==> src/rtl/cic3_row_readout_sequencer.sv <==
// cic3_row_readout_sequencer: snapshots the CIC3 row on each decimated strobe and drains enabled channels onto one valid/ready stream.
module cic3_row_readout_sequencer #(
  parameter int NUM_CHANNELS = 24,
  parameter int DATA_WIDTH   = 25,
  parameter int CHAN_W       = 5,
  parameter int FRAME_W      = 8,
  parameter int OVR_W        = 8
) (
  input  logic                               clk_i,
  input  logic                               reset_i,
  input  logic [NUM_CHANNELS*DATA_WIDTH-1:0] filter_out_i,
  input  logic                               sample_strobe_i,
  input  logic [NUM_CHANNELS-1:0]            chan_enable_i,
  input  logic                               clear_status_i,
  output logic [DATA_WIDTH-1:0]              dout_data_o,
  output logic [CHAN_W-1:0]                  dout_chan_o,
  output logic [FRAME_W-1:0]                 dout_frame_o,
  output logic                               dout_last_o,
  output logic                               dout_valid_o,
  input  logic                               dout_ready_i,
  output logic                               busy_o,
  output logic                               overrun_flag_o,
  output logic [OVR_W-1:0]                   overrun_cnt_o
);
  typedef enum logic {IDLE, DRAIN} state_t;
  state_t                            state_q, state_d;
  logic [NUM_CHANNELS*DATA_WIDTH-1:0] shadow_q, shadow_d;
  logic [NUM_CHANNELS-1:0]           mask_q, mask_d;
  logic [CHAN_W-1:0]                 cur_q, cur_d, first_en, next_en;
  logic [FRAME_W-1:0]                frame_q, frame_d, fcnt_q, fcnt_d;
  logic                              ovr_flag_q, ovr_flag_d;
  logic [OVR_W-1:0]                  ovr_cnt_q, ovr_cnt_d;
  logic                              has_next, drain, hs, last_hs, accept, drop;
  // Lowest set bit of the live enables, and lowest latched channel above the cursor.
  always_comb begin
    first_en = '0;
    next_en  = '0;
    has_next = 1'b0;
    for (int i = NUM_CHANNELS - 1; i >= 0; i--) begin
      if (chan_enable_i[i]) first_en = CHAN_W'(i);
      if (mask_q[i] && CHAN_W'(i) > cur_q) begin
        next_en  = CHAN_W'(i);
        has_next = 1'b1;
      end
    end
  end
  assign drain   = state_q == DRAIN;
  assign hs      = drain & dout_ready_i;
  assign last_hs = hs & ~has_next;
  // A strobe landing on the final handshake chains straight into the next frame.
  assign accept  = sample_strobe_i & |chan_enable_i & (~drain | last_hs);
  assign drop    = sample_strobe_i & drain & ~last_hs;
  always_comb begin
    state_d    = accept ? DRAIN : (last_hs ? IDLE : state_q);
    shadow_d   = accept ? filter_out_i : shadow_q;
    mask_d     = accept ? chan_enable_i : mask_q;
    cur_d      = accept ? first_en : ((hs && has_next) ? next_en : cur_q);
    frame_d    = accept ? fcnt_q : frame_q;
    fcnt_d     = accept ? fcnt_q + FRAME_W'(1) : fcnt_q;
    ovr_flag_d = clear_status_i ? 1'b0 : (ovr_flag_q | drop);
    ovr_cnt_d  = clear_status_i ? '0 : ((drop && !(&ovr_cnt_q)) ? ovr_cnt_q + OVR_W'(1) : ovr_cnt_q);
  end
  always_ff @(posedge clk_i or posedge reset_i) begin
    if (reset_i) begin
      state_q    <= IDLE;
      shadow_q   <= '0;
      mask_q     <= '0;
      cur_q      <= '0;
      frame_q    <= '0;
      fcnt_q     <= '0;
      ovr_flag_q <= 1'b0;
      ovr_cnt_q  <= '0;
    end else begin
      state_q    <= state_d;
      shadow_q   <= shadow_d;
      mask_q     <= mask_d;
      cur_q      <= cur_d;
      frame_q    <= frame_d;
      fcnt_q     <= fcnt_d;
      ovr_flag_q <= ovr_flag_d;
      ovr_cnt_q  <= ovr_cnt_d;
    end
  end
  assign dout_data_o    = shadow_q[cur_q*DATA_WIDTH +: DATA_WIDTH];
  assign dout_chan_o    = cur_q;
  assign dout_frame_o   = frame_q;
  assign dout_last_o    = drain & ~has_next;
  assign dout_valid_o   = drain;
  assign busy_o         = drain;
  assign overrun_flag_o = ovr_flag_q;
  assign overrun_cnt_o  = ovr_cnt_q;
endmodule

==> config.mk <==
export PLATFORM = sky130hd
export DESIGN_NAME = cic3_row_readout_sequencer
export DESIGN_NICKNAME = d
export VERILOG_FILES = /design/src/rtl/cic3_row_readout_sequencer.sv
export SDC_FILE = /design/constraint.sdc
export NUM_CORES = 2
export LEC_CHECK = 0
export BUFFER_PORTS_ARGS = -buffer_cell sky130_fd_sc_hd__buf_2
export CORE_AREA = 2 2 260 262
export DETAILED_ROUTE_END_ITERATION = 16
export DIE_AREA = 0 0 262 264
export PLACE_DENSITY = 0.8
export SYNTH_ARGS = -nofsm -noshare
export SYNTH_HDL_FRONTEND = slang
export SYNTH_SLANG_ARGS = --single-unit
==> constraint.sdc <==
create_clock -name clk_i -period 47.2 [get_ports clk_i]
set_clock_uncertainty 0.15 [all_clocks]
set_input_delay 2.36 -clock clk_i [delete_from_list [all_inputs] [get_ports clk_i]]
set_output_delay 2.36 -clock clk_i [all_outputs]
set_load 0.1 [all_outputs]
* Word-level counts from Yosys, hierarchy flattened
Cells that the tools add are included.
** Storage, ports and cells
- Word-level logic and storage cells :: 159
- Bits in registers :: 655
- Input port bits :: 629
- Output and inout port bits :: 50
** Operators by class
- Shift-type cells :: 1
- Multiply operators :: 1
- $lt $le $gt $ge :: 24
- Add/subtract/negate cells :: 2
- Bitwise gates (word level) :: 12
- Reduce and logical (&&, ||, !) cells :: 32
- Multiplexer cells :: 79
** Operators by type and width (number)
- $shiftx A600 B11 Y25 :: 1
- $mux W5 :: 50
- $gt A4 B5 Y1 const A :: 8
- $gt A5 B5 Y1 const A :: 8
- $mux W1 :: 27
- $logic_and A1 B1 Y1 :: 26
- $reduce_or A24 Y1 :: 1
- $gt A3 B5 Y1 const A :: 4
- $add A8 B1 Y8 const B :: 2
- $mux W8 :: 2
- $gt A1 B5 Y1 const A :: 2
- $gt A2 B5 Y1 const A :: 2
- $mul A5 B5 Y10 const B :: 1
- $reduce_and A8 Y1 :: 1
- $and A1 B1 Y1 :: 7
- $reduce_bool A2 Y1 :: 3
- $not A1 Y1 :: 3
- $or A1 B1 Y1 :: 2
- $logic_not A1 Y1 :: 1

* Depth between registers and ports, before layout
- Depth after elaboration :: 33
- Mapped depth :: 12
- Depth with buffers taken out :: 7

* Worst setup path after synthesis
Ideal clock, no wire load.
- Kind :: reg-to-output
- Start point :: reg cur_q[1] (netlist: dout_chan_o[1])
- End point :: out dout_last_o
- Data required time :: 44690 ps
- Setup slack :: 39872 ps
- Data arrival time :: 4818 ps
- Buffers on the path :: 1
- Cell stages (with the launch flop) :: 6
- Cells stage by stage :: dfrtp_1 > buf_4 > o21ai_0 > a32o_1 > nand4b_2 > nor4_1
** On the way
- Cells in the longest elaborated chain, start to end :: 28
- Elaborated cells on any way between the ends :: 74
- Those cells by class :: order compare: 24; mux: 24; bitwise: 2; reduce/logical: 24
** RTL lines
- start, declared :: line 29 : logic [CHAN_W-1:0] cur_q, cur_d, first_en, next_en;
- start signal, assigned :: line 77 : cur_q <= cur_d;
- $gt A5 B5 Y1 :: line 41 : if (mask_q[i] && CHAN_W'(i) > cur_q) begin
- $logic_and A1 B1 Y1 :: line 41
- $mux W1 (23 in series) :: line 41
- $mux W1 (*) :: line 41
- $not A1 Y1 (*) :: line 87 : assign dout_last_o = drain & ~has_next;
- $and A1 B1 Y1 (*) :: line 87
- end, declared :: line 18 : output logic dout_last_o,
Mark *: on every way between the ends. The rest lies on a longest branch, timed or not.

* Final worst setup path
- Start point :: reg cur_q[2] (netlist: dout_chan_o[2])
- End point :: out dout_data_o[21]
** On the way
- Cells in the longest elaborated chain, start to end :: 2
** RTL lines
- $mul A5 B5 Y10 :: line 84 : assign dout_data_o = shadow_q[cur_q*DATA_WIDTH +: DATA_WIDTH];
- $shiftx A600 B11 Y25 :: line 84
- end, declared :: line 15 : output logic [DATA_WIDTH-1:0] dout_data_o,
No other way between the ends.

==> metrics.txt <==
# TYPE chip_impl_metric gauge
chip_impl_info{name="outcome",value="finished clean"} 1
chip_impl_metric{name="instances_no_fill",unit=""} 4928
chip_impl_metric{name="sequential_fraction_of_design_power",unit=""} 0.355
chip_impl_metric{name="track_usage",unit=""} 0.303
chip_impl_info{name="final_cell_mix",value="sky130_fd_sc_hd__nand2_1, sky130_fd_sc_hd__buf_2, sky130_fd_sc_hd__dfrtp_1"} 1
chip_impl_metric{name="drt.antenna.violating_nets",unit=""} 0
chip_impl_metric{name="hold_path_depth",unit=""} 2
chip_impl_metric{name="power.ir.vdd_worst",unit="V"} 0.000134
chip_impl_metric{name="met2_usage_grt",unit=""} 0.455
chip_impl_metric{name="clk_latency",unit="ns"} 0.61
chip_impl_metric{name="seq_area_frac_synth",unit=""} 0.532
chip_impl_info{name="timing_worst_setup_path_type",value="reg2out"} 1
chip_impl_metric{name="dp_hpwl",unit="µm"} 75600
chip_impl_metric{name="detail_route.vias_per_cell",unit=""} 5.52
chip_impl_metric{name="power.internal",unit="mW"} 1.48
chip_impl_metric{name="yosysTopAreaCellShare",unit=""} 0.532
chip_impl_metric{name="clock_power_share",unit=""} 0.207
chip_impl_metric{name="globalRouteOverflowTotal",unit=""} 0
chip_impl_metric{name="finalWorstSetupSlack",unit="ns"} 39.50
chip_impl_metric{name="synth_warnings",unit=""} 0
chip_impl_metric{name="port-buffer-count",unit=""} 678
chip_impl_metric{name="path_depth",unit=""} 9
chip_impl_metric{name="syn_std_cell_area",unit="mm²"} 0.0308
chip_impl_metric{name="final_min_period_over_clock_period",unit=""} 0.163
chip_impl_metric{name="pin_count_of_the_biggest_net_entering_global_routing",unit=""} 225
chip_impl_metric{name="postLayoutCoreUtil",unit=""} 0.550
chip_impl_info{name="hold_path_startpoint",value="shadow_q[88]$_DFFE_PP0P_"} 1
chip_impl_metric{name="drive_gt1_frac",unit=""} 0.238
chip_impl_metric{name="routedWlPerCell",unit="µm"} 21.5
chip_impl_metric{name="die_height",unit="µm"} 264
chip_impl_info{name="rsz0062_at_grt",value="no"} 1
chip_impl_metric{name="postSynthRegisterBits",unit=""} 654
chip_impl_metric{name="routabilityCongestion",unit=""} 0.922
chip_impl_metric{name="holdBufCountCts",unit=""} 0
chip_impl_info{name="synth_top_area_cells",value="sky130_fd_sc_hd__dfrtp_1, sky130_fd_sc_hd__nand2_1, sky130_fd_sc_hd__mux4_2"} 1
chip_impl_metric{name="core.rowCount",unit=""} 95
chip_impl_info{name="endpoint_class_of_the_critical_path",value="output pin"} 1
chip_impl_metric{name="worstPathRequired",unit="ns"} 44.69
chip_impl_metric{name="postCtsSetupRepairBufs",unit=""} 0
chip_impl_metric{name="power_density",unit="mW/mm²"} 73.0
chip_impl_metric{name="die_w",unit="µm"} 262
chip_impl_metric{name="place_worst_setup_slack",unit="ns"} 39.52
chip_impl_metric{name="max_freq",unit="GHz"} 0.130
chip_impl_info{name="timing.critical_path.cells",value="buf_4 -> nor2b_1 -> a22oi_1 -> a21oi_1 -> nor2_1 -> nand2_1 -> o21ai_0 -> o22ai_1 -> buf_2"} 1
chip_impl_metric{name="clock-sinks",unit=""} 654
chip_impl_metric{name="max-clock-path-buffers",unit=""} 3
chip_impl_metric{name="r2r_cells",unit=""} 13
chip_impl_metric{name="fin_nets",unit=""} 4609
chip_impl_metric{name="cp_data_arrival_time",unit="ns"} 5.19
chip_impl_metric{name="switching_share",unit=""} 0.445
chip_impl_metric{name="grt_antenna_before_repair",unit=""} 35
chip_impl_info{name="worstHoldEndpoint",value="shadow_q[88]$_DFFE_PP0P_"} 1
chip_impl_metric{name="post-layout-total-power",unit="mW"} 2.67
chip_impl_metric{name="final-hold-violation-count",unit=""} 0
chip_impl_metric{name="net_switching_power_figure",unit="mW"} 1.19
chip_impl_metric{name="grt_pass1_vias",unit=""} 26500
chip_impl_metric{name="global_route_wire_length_before_repair",unit="µm"} 157000
chip_impl_metric{name="fp.dieArea",unit="mm²"} 0.0692
chip_impl_metric{name="detail_route.first_pass.iterations",unit=""} 5
chip_impl_metric{name="placeableCoreArea",unit="mm²"} 0.0666
chip_impl_info{name="critical_path.reg2reg.endpoint",value="shadow_q[151]$_DFFE_PP0P_"} 1
chip_impl_metric{name="post_synth.cell_area_avg",unit="µm²"} 9.00
chip_impl_info{name="critical_path.top_delay_family",value="compound AO/OA/AOI/OAI gates"} 1
chip_impl_info{name="slowest_stage",value="sky130_fd_sc_hd__nor2b_1"} 1
chip_impl_info{name="synth-main-ff-cell",value="sky130_fd_sc_hd__dfrtp_1"} 1
chip_impl_info{name="synth_top_cell_by_area",value="sky130_fd_sc_hd__dfrtp_1"} 1
chip_impl_metric{name="pin_count",unit=""} 679
chip_impl_metric{name="synth-edff-count",unit=""} 0
chip_impl_info{name="tritoncts_clock_tree",value="yes"} 1
chip_impl_metric{name="final_max_slew_viol_count",unit=""} 0
chip_impl_info{name="holdCritPathClass",value="reg2reg"} 1
chip_impl_metric{name="tritoncts.num_buffers",unit=""} 71
chip_impl_metric{name="fin_crit",unit="ns"} 7.70
chip_impl_metric{name="synthToLayoutAreaGrowth",unit="%"} 19.1
chip_impl_metric{name="floorplan.initialDensity",unit=""} 0.462
chip_impl_metric{name="max_slew.worst_pin.slew",unit="ns"} 1.22
chip_impl_metric{name="power.share.combinational",unit=""} 0.438
chip_impl_metric{name="critical_path_buf_inv_count",unit=""} 2
chip_impl_metric{name="via_count",unit=""} 27200
chip_impl_metric{name="final_wirelength",unit="µm"} 106000
chip_impl_info{name="clock_root_cell",value="sky130_fd_sc_hd__clkbuf_16"} 1
chip_impl_metric{name="synth_fp_nets",unit=""} 4046
chip_impl_metric{name="ys_async_sr_fraction",unit=""} 1.00
chip_impl_info{name="mostFrequentLayoutCell",value="sky130_fd_sc_hd__nand2_1"} 1
chip_impl_metric{name="dp.cells",unit=""} 4778
chip_impl_metric{name="p_leak",unit="nW"} 19.5
chip_impl_metric{name="max_slew_margin",unit=""} 0.187
chip_impl_metric{name="htree_num_levels",unit=""} 3
chip_impl_info{name="reg2reg_from",value="dout_chan_o[1]$_DFFE_PP0P_"} 1
chip_impl_metric{name="cts-resized-gates",unit=""} 0
chip_impl_metric{name="detail_route.drc_violations",unit=""} 0
chip_impl_metric{name="max_cap_violations",unit=""} 0
chip_impl_info{name="top_usage_layer",value="met2"} 1
chip_impl_metric{name="setup_tns_after_final_layout",unit="ns"} 0
chip_impl_metric{name="critical-path-max-stage-delay",unit="ns"} 0.96
chip_impl_metric{name="gr-usage-met1",unit=""} 0.417
chip_impl_metric{name="worst-r2r-setup-slack",unit="ns"} 40.19
chip_impl_metric{name="grt_util_met3",unit=""} 0.0608
chip_impl_metric{name="setup_viol",unit=""} 0
chip_impl_metric{name="netlist_instances",unit=""} 3415
chip_impl_metric{name="yosysUniqueCellTypes",unit=""} 66
chip_impl_info{name="critPathLaunchType",value="register"} 1
chip_impl_metric{name="first_iter_violations",unit=""} 3138
chip_impl_metric{name="clk_pin_slew_worst_paths",unit="ns"} 0.06
chip_impl_metric{name="timing.critical_path.fanout_max",unit=""} 51
-- state kept, by name (all words and copies together) (netlist names) --
name / flops
shadow_q: 600
mask_q: 23
dout_frame_o: 8
fcnt_q: 8
overrun_cnt_o: 8
dout_chan_o: 5
busy_o: 1
overrun_flag_o: 1
-- worst max path at each step --
stage,slack [ns],from,end
after floorplan,26.36,reset_i,busy_o$_DFFE_PP0P_
after global placement,39.57,chan_enable_i[16],shadow_q[187]$_DFFE_PP0P_
after detailed placement,39.52,chan_enable_i[8],shadow_q[541]$_DFFE_PP0P_
after CTS,39.56,dout_chan_o[2]$_DFFE_PP0P_,dout_data_o[21]
after global routing,39.40,dout_chan_o[2]$_DFFE_PP0P_,dout_data_o[21]
final,39.50,dout_chan_o[2]$_DFFE_PP0P_,dout_data_o[21]
-- power by group through the flow --
stage | Sequential (mW) | Combinational [mW] | Clock, mW
2_1_floorplan | 0.914 | 0.841 | 0
3_3_place_gp | 0.940 | 1.15 | 0
3_5_place_dp | 0.948 | 1.17 | 0
4_1_cts | 0.942 | 1.18 | 0.560
5_1_grt | 0.970 | 1.27 | 0.580
6_report | 0.950 | 1.17 | 0.554
-- area by class of cell --
type,count,area (µm²)
fillers,5854,29900
flip-flops and latches,654,16400
multi-input cells,2524,13000
repair buffers,712,3690
clock buffers,105,2100
well taps,873,1090
clock inverters,20,199
inverters,15,63.8
diodes,25,62.6
-- worst register-to-register path, cell delays in order (launching register included) --
cell and delay (ns):
sky130_fd_sc_hd__dfrtp_4 0.67, sky130_fd_sc_hd__buf_4 0.46, sky130_fd_sc_hd__or4_1 0.75, sky130_fd_sc_hd__o2bb2ai_1 0.18, sky130_fd_sc_hd__nand4_1 0.24, sky130_fd_sc_hd__nor4_1 0.08, sky130_fd_sc_hd__buf_4 0.18, sky130_fd_sc_hd__o21bai_4 0.60
sky130_fd_sc_hd__buf_4 0.74, sky130_fd_sc_hd__buf_4 0.89, sky130_fd_sc_hd__buf_4 0.99, sky130_fd_sc_hd__buf_4 0.73, sky130_fd_sc_hd__nand2_1 0.18, sky130_fd_sc_hd__nand2_1 0.11
-- synth_stat cells (20+ instances only) --
cell type,number
sky130_fd_sc_hd__mux2i_1,48
sky130_fd_sc_hd__nand2_1,1923
sky130_fd_sc_hd__clkbuf_1,28
sky130_fd_sc_hd__o22ai_1,22
sky130_fd_sc_hd__a221oi_1,20
sky130_fd_sc_hd__a21oi_1,64
sky130_fd_sc_hd__mux4_2,105
sky130_fd_sc_hd__buf_2,109
sky130_fd_sc_hd__o21ai_0,46
sky130_fd_sc_hd__nor2_1,61
sky130_fd_sc_hd__buf_4,72
sky130_fd_sc_hd__dfrtp_1,654
sky130_fd_sc_hd__a22oi_1,32
-- per-layer routing --
metal	wire length [µm]	vias to the layer above
li1	-	12200
met4	5620	8
met1	43000	13200
met2	48300	1411
met5	56	-
met3	8960	304
-- metrics by stage --
stage | cell area [µm²] | hold WS (ns)
after CTS | 36600 | 0.322
after global placement | 34300 | 0.301
final | 36600 | 0.319
after detailed placement | 34300 | 0.307
after global routing | 36600 | 0.332
after floorplan | 30800 | 0.288
-- cells by family (layout without fill, tap and decap cells) --
kind of cell / Yosys count / count (layout) / synth area share
buffers and inverters: 237 / 852 / 0.0444
multiplexers: 171 / 171 / 0.0991
AO/OA/AOI/OAI: 272 / 272 / 0.0605
AND/OR/NAND/NOR: 2067 / 2067 / 0.260
XOR/XNOR: 12 / 12 / 0.00342
flip-flops: 654 / 654 / 0.532
other: 0 / 25 / 0
adder cells (fa/ha/maj): 2 / 2 / 0.000814
(Power assumes the default switching activity.)
